==> src/rtl/dmem_arbiter.sv <==
// Two-requester (CPU, debug) arbiter for the single-ported data memory.
// Optional starvation guard for the debug port: define DMEM_ARB_STARVE_GUARD_EN.
module dmem_arbiter #(
  parameter int unsigned ADDR_WIDTH = 12,
  parameter int unsigned WORD_WIDTH = 16,
  parameter int unsigned MAX_WAIT   = 4
) (
  input  logic                  clock,
  input  logic                  reset,
  input  logic                  in_cpu_req,
  input  logic                  in_cpu_we,
  input  logic [ADDR_WIDTH-1:0] in_cpu_addr,
  input  logic [WORD_WIDTH-1:0] in_cpu_wdata,
  output logic                  out_cpu_gnt,
  output logic                  out_cpu_rvalid,
  output logic                  out_stall,
  input  logic                  in_dbg_req,
  input  logic                  in_dbg_we,
  input  logic [ADDR_WIDTH-1:0] in_dbg_addr,
  input  logic [WORD_WIDTH-1:0] in_dbg_wdata,
  output logic                  out_dbg_gnt,
  output logic                  out_dbg_rvalid,
  output logic [WORD_WIDTH-1:0] out_rdata,
  output logic [ADDR_WIDTH-1:0] out_mem_rd_addr,
  output logic [ADDR_WIDTH-1:0] out_mem_wr_addr,
  output logic [WORD_WIDTH-1:0] out_mem_wr_word,
  output logic                  out_mem_write_en,
  input  logic [WORD_WIDTH-1:0] in_mem_rd_word
);

  typedef enum logic [1:0] {
    OwnNone = 2'd0,
    OwnCpu  = 2'd1,
    OwnDbg  = 2'd2
  } owner_e;

  if (MAX_WAIT < 1 || MAX_WAIT > 15) begin : gen_max_wait_check
    $error("MAX_WAIT must be in 1..15");
  end

  owner_e owner_q, owner_d;
  logic   cpu_gnt, dbg_gnt;
  logic   starve;

`ifdef DMEM_ARB_STARVE_GUARD_EN
  localparam logic [3:0] MaxWait = 4'(MAX_WAIT);

  logic [3:0] wait_cnt_q, wait_cnt_d;

  assign starve = (wait_cnt_q == MaxWait);

  // Counts consecutive denied debug cycles; any gap in the request restarts it.
  always_comb begin
    wait_cnt_d = wait_cnt_q;
    if (!in_dbg_req || dbg_gnt) begin
      wait_cnt_d = 4'd0;
    end else if (wait_cnt_q != MaxWait) begin
      wait_cnt_d = wait_cnt_q + 4'd1;
    end
  end

  always_ff @(posedge clock or posedge reset) begin
    if (reset) begin
      wait_cnt_q <= 4'd0;
    end else begin
      wait_cnt_q <= wait_cnt_d;
    end
  end
`else
  assign starve = 1'b0;
`endif

  // Grants are held low while reset is asserted so nothing reaches memory.
  always_comb begin
    cpu_gnt = 1'b0;
    dbg_gnt = 1'b0;
    if (!reset) begin
      if (in_dbg_req && (!in_cpu_req || starve)) begin
        dbg_gnt = 1'b1;
      end else if (in_cpu_req) begin
        cpu_gnt = 1'b1;
      end
    end
  end

  always_comb begin
    out_mem_rd_addr  = '0;
    out_mem_wr_addr  = '0;
    out_mem_wr_word  = '0;
    out_mem_write_en = 1'b0;
    owner_d          = OwnNone;
    if (cpu_gnt) begin
      out_mem_rd_addr  = in_cpu_addr;
      out_mem_wr_addr  = in_cpu_addr;
      out_mem_wr_word  = in_cpu_wdata;
      out_mem_write_en = in_cpu_we;
      owner_d          = in_cpu_we ? OwnNone : OwnCpu;
    end else if (dbg_gnt) begin
      out_mem_rd_addr  = in_dbg_addr;
      out_mem_wr_addr  = in_dbg_addr;
      out_mem_wr_word  = in_dbg_wdata;
      out_mem_write_en = in_dbg_we;
      owner_d          = in_dbg_we ? OwnNone : OwnDbg;
    end
  end

  always_ff @(posedge clock or posedge reset) begin
    if (reset) begin
      owner_q <= OwnNone;
    end else begin
      owner_q <= owner_d;
    end
  end

  assign out_cpu_gnt    = cpu_gnt;
  assign out_dbg_gnt    = dbg_gnt;
  assign out_stall      = in_cpu_req & ~cpu_gnt & ~reset;
  assign out_cpu_rvalid = (owner_q == OwnCpu);
  assign out_dbg_rvalid = (owner_q == OwnDbg);
  assign out_rdata      = in_mem_rd_word;

endmodule

==> config.mk <==
export PLATFORM = sky130hd
export DESIGN_NAME = dmem_arbiter
export DESIGN_NICKNAME = d
export VERILOG_FILES = /design/src/rtl/dmem_arbiter.sv
export SDC_FILE = /design/constraint.sdc
export NUM_CORES = 1
export LEC_CHECK = 0
export ABC_CLOCK_PERIOD_IN_PS = 900
export CAP_MARGIN = 10
export CORE_AREA = 2 2 54 56
export DETAILED_ROUTE_END_ITERATION = 6
export DIE_AREA = 0 0 56 58
export DONT_BUFFER_PORTS = 1
export GPL_TIMING_DRIVEN = 0
export PLACE_DENSITY = 0.4
export SKIP_CTS_REPAIR_TIMING = 1
export SYNTH_ARGS = -nofsm -noshare
export SYNTH_HDL_FRONTEND = slang
export SYNTH_SLANG_ARGS = --single-unit
==> constraint.sdc <==
create_clock -name clock -period 0.9 [get_ports clock]
set_clock_uncertainty 0.05 [all_clocks]
set_input_delay 0 -clock clock [delete_from_list [all_inputs] [get_ports clock]]
set_output_delay 0 -clock clock [all_outputs]
set_load 0.01 [all_outputs]
==> results of run 1 <==
==> cell families after synthesis <==
family	count (synthesis)	synth area share, %
buffers and inverters	39	40.3
AO/OA/AOI/OAI	29	45.2
AND/OR/NAND/NOR	7	6.96
other	1	0.521
flip-flops	2	6.96
==> synth_stat cells (all sizes together) <==
cell type  count  area, um2
clkbuf         2       7.51
conb           1       3.75
nor2           1       6.26
buf           36        279
nor4b          1       8.76
dfrtp          2       50.1
and2           1       6.26
inv            1       3.75
nor2b          3       21.3
a32o          29        325
and2b          1       7.51
==> worst paths after layout <==
path	start	endpoint	slack, ns
worst max-delay path	owner_q[0]$_DFF_PP0_	out_dbg_rvalid	0.05
max in group asynchronous	reset	owner_q[1]$_DFF_PP0_	0.62
min in group asynchronous	reset	owner_q[0]$_DFF_PP0_	0.07
worst min-delay path	in_mem_rd_word[5]	out_rdata[5]	0.04
==> through the flow <==
stage                     hold WS (ns)  instances  util (%)  power (W)  area (um2)
after floorplan                 -0.309         78         -   0.000462         719
after global placement          -0.307        109      28.5   0.000504         758
after detailed placement        -0.302        109      28.5   0.000503         758
after CTS                       -0.548        112      29.3   0.000715         781
after global routing            0.0445        117      31.3   0.000769         832
final                           0.0427        117      31.3   0.000718         832
==> cell type report <==
type / count / area [um2] / area share [%]
Timing Repair Buffer: 5 / 50.0 / 6.02
Inverter: 1 / 3.75 / 0.451
Tap cell: 31 / 38.8 / 4.66
Buffer: 38 / 288 / 34.6
Clock buffer: 3 / 22.5 / 2.71
Sequential cell: 2 / 50.0 / 6.02
Multi-Input combinational cell: 37 / 379 / 45.6
==> power by group through the flow <==
| stage | logic, W | clock network [W] | registers [W] |
|---|---|---|---|
| floorplan | 0.000367 | 0 | 0.0000953 |
| global placement | 0.000409 | 0 | 0.0000955 |
| detailed placement | 0.000407 | 0 | 0.0000956 |
| CTS | 0.000407 | 0.000213 | 0.0000946 |
| global route | 0.000450 | 0.000224 | 0.0000949 |
| finish | 0.000422 | 0.000201 | 0.0000949 |
==> metal layers <==
layer	global-route usage, %	up-vias	wire length (um)
li1	-	305	-
met1	12.3	319	756
met2	19.8	68	1190
met3	2.23	0	210
met4	4.08	0	0
met5	0	-	0
==> flow_metrics.py, run 1 <==
metrics = {
    "setup_path": {
        "slowest_delay_ns": 0.37,
        "critPathRequiredTime_ns": 0.85,
        "crit_type": "reg2out",
        "cp.depth": 1,
        "crit_arrival_ns": 0.80,
        "crit_family": "flip-flops",
        "end_kind": "output port",
        "crit_buf_inv": 0,
        "slowest_stage": "dfrtp_1",
        "crit_path_max_fanout": 2,
        "path_cells": "nor2b_1",
        "critPathLaunchType": "flop",
    },
    "global_routing": {
        "grt_pass1_vias": 579,
        "antenna_found_initial": 0,
        "grt_pass1_wl_um": 2760,
        "grt_max_degree": 11,
        "track_usage_pct": 10.8,
        "overflow": 0,
    },
    "placed_design": {
        "io_buffers": 0,
        "pre_cts_slack_ns": 0.0630,
        "gp_congestion": 0.690,
        "dp_hpwl_um": 1780,
    },
    "power_and_ir_drop": {
        "comb_power_share_pct": 58.8,
        "pwr-share-clk_pct": 28.0,
        "p_leak_nw": 0.494,
        "p_int_w": 0.000452,
        "vdd_ir_drop_max_mv": 0.386,
        "p_sw_w": 0.000266,
        "sequentialPowerShare_pct": 13.2,
        "p_sw_share_pct": 37.0,
        "powerDensity_mw_per_mm2": 863,
    },
    "cts": {
        "htreeDepth": 1,
        "cts_sinks": 2,
        "clk_pin_slew_ns": 0.03,
        "clk_path_buf_depth": 2,
        "cts-buffers-inserted": 3,
        "cts_root_buffer": "clkbuf_4",
        "cts_tree": "yes",
    },
    "die": {
        "floorplan.initialDensity_pct": 27.0,
        "io_pins": 140,
        "rows": 19,
        "die_h_um": 58,
        "die_w_um": 56,
        "floorplan.die_area_mm2": 0.00325,
        "coreArea_mm2": 0.00266,
    },
    "worst_hold_path": {
        "hp-class": "in2out",
        "hold_depth": 1,
    },
    "route": {
        "drtIter0Drc": 22,
        "wl_per_cell_um": 18.4,
        "vias": 692,
        "via_per_inst": 5.91,
        "drc": 0,
        "first_pass_iters": 2,
        "drt_wl_total_um": 2160,
        "drtAntennaViolNets": 0,
    },
    "final_layout": {
        "fillers": 291,
        "largest_register": "owner_q",
        "layout-drive-gt1-share_pct": 81.4,
        "largest_reg_flops": 2,
        "antennaDiodeCount": 0,
        "final_common_cell": "buf_4",
        "syn2layout_area_growth_pct": 15.7,
        "final_nets": 166,
        "final_cell_mix": "32 x buf_4, 28 x a32o_2, 5 x dlygate4sd3_1",
        "reg_top3": "owner_q (2)",
    },
    "logic_synthesis": {
        "avgSynthCellArea_um2": 9.22,
        "netlist_area_um2": 719,
        "synth_fp_nets": 156,
        "synth_cells": 78,
        "synthDistinctLibCells": 15,
        "yosysWarnings": 0,
        "ys_seq_area_share_pct": 6.96,
        "synth-seq-cells": 2,
    },
    "timing": {
        "hold_viol": 0,
        "timing.fmax_ghz": 1.17,
        "layout_setup_ws_ns": 0.0459,
        "drv_slew": 0,
        "setup_violations": 0,
        "rsz0062_at_grt": "false",
        "fin_crit_ns": 0.854,
        "post-route-period-util_pct": 94.9,
        "final.setup.tns_ns": 0,
    },
    "job": {
        "maxCapViolCount": 0,
    },
    "run_status": {
        "status": "completed",
    },
}
Note: power is estimated with default switching activity, not from simulation.
==> run 2, diff against run 1 <==
--- a/config.mk
+++ b/config.mk
@@ -8,11 +8,13 @@
 export ABC_CLOCK_PERIOD_IN_PS = 900
 export CAP_MARGIN = 10
 export CORE_AREA = 2 2 54 56
+export CTS_CLUSTER_DIAMETER = 30
 export DETAILED_ROUTE_END_ITERATION = 6
 export DIE_AREA = 0 0 56 58
 export DONT_BUFFER_PORTS = 1
 export GPL_TIMING_DRIVEN = 0
 export PLACE_DENSITY = 0.4
+export REMOVE_ABC_BUFFERS = 1
 export SKIP_CTS_REPAIR_TIMING = 1
 export SYNTH_ARGS = -nofsm -noshare
 export SYNTH_HDL_FRONTEND = slang
==> run 2 against run 1 <==
Against the previous run:
- sequential share of layout area rose by 0.49 points
- non-clock buffer count fell by 19
- hold slack got worse by 0.039 ns
- sequential power barely moved
- global-route usage rose by 1.4 points
==> flow_metrics.py, run 2 (same netlist as run 1, synthesis figures left out) <==
metrics = {
    "run_status": {
        "status": "completed",
    },
    "route": {
        "wl_per_cell_um": 27.8,
        "vias": 651,
        "via_per_inst": 6.51,
        "drc": 0,
        "drtIter0Drc": 43,
        "drtAntennaViolNets": 0,
        "drt_wl_total_um": 2780,
        "first_pass_iters": 4,
    },
    "die": {
        "die_h_um": 58,
        "rows": 19,
        "die_w_um": 56,
        "coreArea_mm2": 0.00266,
        "floorplan.initialDensity_pct": 27.0,
        "io_pins": 140,
        "floorplan.die_area_mm2": 0.00325,
    },
    "timing": {
        "timing.fmax_ghz": 1.16,
        "post-route-period-util_pct": 96.1,
        "drv_slew": 0,
        "setup_violations": 0,
        "hold_slack_ns": 0.00323,
        "hold_viol": 0,
        "fin_crit_ns": 0.865,
    },
    "cts": {
        "clk_pin_slew_ns": 0.03,
        "htreeDepth": 1,
        "clk_path_buf_depth": 2,
        "cts_root_buffer": "clkbuf_4",
        "cts_tree": "yes",
        "cts_sinks": 2,
        "cts-buffers-inserted": 3,
    },
    "final_layout": {
        "antennaDiodeCount": 0,
        "final_core_util_pct": 28.9,
        "final_cells": 100,
        "reg_top3": "owner_q (2)",
        "fillers": 270,
        "finish.instance_area_um2": 769,
        "layout-drive-gt1-share_pct": 52.2,
        "final_common_cell": "a32o_2",
        "largest_register": "owner_q",
        "largest_reg_flops": 2,
        "syn2layout_area_growth_pct": 6.96,
        "final_nets": 149,
        "final_cell_mix": "28 x a32o_2, 23 x dlygate4sd3_1, 3 x clkbuf_4",
    },
    "global_routing": {
        "grt_max_degree": 32,
        "grt_pass1_wl_um": 2840,
        "antenna_found_initial": 0,
        "grt_pass1_vias": 497,
        "overflow": 0,
        "track_usage_pct": 12.2,
    },
    "power_and_ir_drop": {
        "vdd_ir_drop_max_mv": 0.393,
        "p_leak_nw": 0.401,
        "powerDensity_mw_per_mm2": 848,
    },
    "job": {
        "maxCapViolCount": 0,
    },
    "placed_design": {
        "place_area_um2": 472,
        "dp_cells": 71,
        "io_buffers": 0,
        "gp_congestion": 0.637,
    },
    "setup_path": {
        "crit_type": "reg2out",
        "crit_path_max_fanout": 2,
        "critPathRequiredTime_ns": 0.85,
        "crit_buf_inv": 0,
        "critPathLaunchType": "flop",
        "path_cells": "nor2b_1",
        "crit_arrival_ns": 0.81,
        "slowest_stage": "dfrtp_1",
        "slowest_delay_ns": 0.37,
        "crit_family": "flip-flops",
        "end_kind": "output port",
    },
    "worst_hold_path": {
        "hp-class": "in2out",
    },
}
==> run 2: area by class of cell <==
type	count	area, um2	share of cell area (%)
clock buffer	3	22.5	2.93
inverter	1	3.75	0.488
multi-input combinational	39	409	53.2
sequential	2	50.0	6.50
tap	31	38.8	5.04
timing repair buffer	24	245	31.9
==> run 2: path summary, 6_finish.rpt <==
path | start | to | slack (ns) | cells past startpoint
worst max-delay path | owner_q[1]$_DFF_PP0_ | out_cpu_rvalid | 0.04 | 1
worst min-delay path | reset | out_cpu_gnt | 0.003 | 1
max in group asynchronous | reset | owner_q[0]$_DFF_PP0_ | 0.66 | 2
min in group asynchronous | reset | owner_q[1]$_DFF_PP0_ | 0.01 | 2
==> run 2: per-stage QoR <==
step           setup slack [ns]   TNS (ns)  total power (W)
2_1_floorplan            -0.182      -5.24         0.000302
3_3_place_gp             -0.410     -14.73         0.000323
3_5_place_dp             -0.477     -17.56         0.000325
4_1_cts                  -0.477     -17.36         0.000537
6_report                 0.0351          0         0.000653
5_1_grt               -0.000786  -0.000786         0.000693
==> run 2: power breakdown <==
part | switching [W] | internal, W
combinational | 0.000191 | 0.000168
sequential | 0.00000168 | 0.0000935
clock | 0.0000516 | 0.000147
total | 0.000244 | 0.000409
==> run 2: metal layers <==
layer,GRT usage [%],wire length [um],share of wire [%]
met1,12.3,1150,41
met3,12.9,249,8.9
met4,5.10,26,0.93
met5,9.52,0,0
met2,15.3,1360,49
==> run 3, diff against run 2 <==
--- a/config.mk
+++ b/config.mk
@@ -7,13 +7,15 @@
 export LEC_CHECK = 0
 export ABC_CLOCK_PERIOD_IN_PS = 900
 export CAP_MARGIN = 10
-export CORE_AREA = 2 2 54 56
+export CELL_PAD_IN_SITES_DETAIL_PLACEMENT = 0
+export CELL_PAD_IN_SITES_GLOBAL_PLACEMENT = 2
+export CORE_MARGIN = 1
+export CORE_UTILIZATION = 24
 export CTS_CLUSTER_DIAMETER = 30
 export DETAILED_ROUTE_END_ITERATION = 6
-export DIE_AREA = 0 0 56 58
 export DONT_BUFFER_PORTS = 1
 export GPL_TIMING_DRIVEN = 0
-export PLACE_DENSITY = 0.4
+export PLACE_DENSITY = 0.75
 export REMOVE_ABC_BUFFERS = 1
 export SKIP_CTS_REPAIR_TIMING = 1
 export SYNTH_ARGS = -nofsm -noshare
==> run 3 against run 2 <==
Against the previous run:
- the flow now finishes with violations (design-rule violations)
- die area decreased by 0.84%
- combinational power decreased by 3%
- non-clock buffer count decreased by 3
- routed wire length increased by 0.68%
- setup slack got worse by 0.014 ns
- cell count decreased by 3.0%
- global-route usage decreased by 0.060 points
- sequential share of layout area increased by 0.26 points
- power decreased by 2.0%
- sequential cell count unchanged
- critical endpoint is now owner_q[1]$_DFF_PP0_
- largest power group unchanged
==> flow_metrics.py, run 3 (same netlist as run 1, synthesis figures left out) <==
metrics = {
    "setup_path": {
        "slowest_stage": "dlygate4sd3_1",
        "crit_family": "buffers and inverters",
        "crit_path_max_fanout": 5,
        "startpoint": "reset",
        "crit_arrival_ns": 0.92,
        "critPathLaunchType": "primary input",
        "slowest_delay_ns": 0.58,
        "crit_buf_inv": 1,
        "path_cells": "dlygate4sd3_1 -> nor4b_1",
        "crit_type": "in2reg",
        "critPathRequiredTime_ns": 0.95,
        "end_kind": "flop",
    },
    "die": {
        "floorplan.die_area_mm2": 0.00322,
        "coreArea_mm2": 0.00281,
        "rows": 19,
        "die_h_um": 56.8,
        "die_w_um": 56.8,
        "io_pins": 140,
        "floorplan.initialDensity_pct": 25.6,
    },
    "global_routing": {
        "grt_max_degree": 32,
        "grt_pass1_wl_um": 2820,
        "met3_usage_pct": 13.1,
        "grt_pass1_vias": 492,
        "grt.met2_usage_pct": 18.9,
        "grt_use_met1_pct": 10.2,
        "antenna_found_initial": 0,
        "track_usage_pct": 12.1,
        "overflow": 0,
        "top_usage_layer": "met2",
    },
    "timing": {
        "fin_crit_ns": 0.879,
        "setup_violations": 0,
        "rsz0062_at_grt": "false",
        "final.setup.tns_ns": 0,
        "layout_setup_ws_ns": 0.0209,
        "timing.fmax_ghz": 1.14,
        "hold_viol": 0,
        "drv_slew": 0,
        "post-route-period-util_pct": 97.7,
    },
    "route": {
        "drc": 14,
        "wl_per_cell_um": 28.9,
        "drtAntennaViolNets": 0,
        "first_pass_iters": 6,
        "vias": 639,
        "via_per_inst": 6.59,
        "drt_wl_total_um": 2800,
        "drtIter0Drc": 38,
    },
    "power_and_ir_drop": {
        "vdd_ir_drop_max_mv": 0.202,
        "p_leak_nw": 0.388,
        "power_w": 0.000640,
        "powerDensity_mw_per_mm2": 865,
    },
    "cts": {
        "cts_tree": "yes",
        "cts_sinks": 2,
        "clk_pin_slew_ns": 0.03,
        "htreeDepth": 1,
        "cts_root_buffer": "clkbuf_4",
        "clk_path_buf_depth": 2,
        "cts-buffers-inserted": 3,
    },
    "final_layout": {
        "final_cells": 97,
        "fillers": 292,
        "final_common_cell": "a32o_2",
        "syn2layout_area_growth_pct": 2.78,
        "largest_register": "owner_q",
        "final_cell_mix": "28 x a32o_2, 21 x dlygate4sd3_1, 3 x clkbuf_4",
        "layout-drive-gt1-share_pct": 53.0,
        "largest_reg_flops": 2,
        "final_nets": 146,
        "antennaDiodeCount": 0,
        "reg_top3": "owner_q (2)",
    },
    "placed_design": {
        "dp_cells": 71,
        "gp_congestion": 0.581,
        "dp_hpwl_um": 1700,
        "pre_cts_slack_ns": -0.452,
        "io_buffers": 0,
    },
    "worst_hold_path": {
        "hp-class": "in2reg",
        "hp-start": "reset",
    },
    "run_status": {
        "violations": "design-rule violations",
        "status": "finished, violations left",
    },
    "job": {
        "maxCapViolCount": 0,
    },
}
run 3: cell count changes in the layout (fill, tap and decap cells not counted), sizes merged:
cell	change
buf	-1
dlygate4sd3	-2
run 3: worst paths after layout:
path                                        end  slack [ns]  cells after the start
worst min-delay path       owner_q[0]$_DFF_PP0_       0.006                      2
worst max-delay path       owner_q[1]$_DFF_PP0_        0.02                      2
max in group asynchronous  owner_q[1]$_DFF_PP0_        0.61                      2
min in group asynchronous  owner_q[0]$_DFF_PP0_        0.08                      2
run 3: final cells by class:
cell class                 count  area (um2)  share of cell area, %
timing repair buffer          21         210                   28.4
inverter                       1        3.75                  0.508
multi-input combinational     39         414                   56.0
sequential                     2        50.0                   6.77
tap                           31        38.8                   5.25
clock buffer                   3        22.5                   3.05
run 3: power by group:
part	leakage (nW)	switching, W	internal [W]
Combinational	0.347	0.000192	0.000158
Clock	0.0138	0.0000484	0.000147
Sequential	0.0272	0.00000148	0.0000935
Total	0.388	0.000242	0.000398
run 3: routing by layer:
| layer | routed length [um] | vias up |
|---|---|---|
| met5 | 0 | - |
| li1 | - | 264 |
| met2 | 1410 | 69 |
| met3 | 228 | 4 |
| met1 | 1150 | 302 |
| met4 | 17 | 0 |
run 3: stage by stage:
| step | utilization, % | instance area, um2 | hold slack, ns |
|---|---|---|---|
| 3_3_place_gp | 16.8 | 472 | -0.307 |
| 4_1_cts | 17.6 | 494 | -0.547 |
| 2_1_floorplan | - | 433 | -0.309 |
| 5_1_grt | 26.4 | 739 | 0.0224 |
| 6_report | 26.4 | 739 | 0.00591 |
| 3_5_place_dp | 16.8 | 472 | -0.305 |
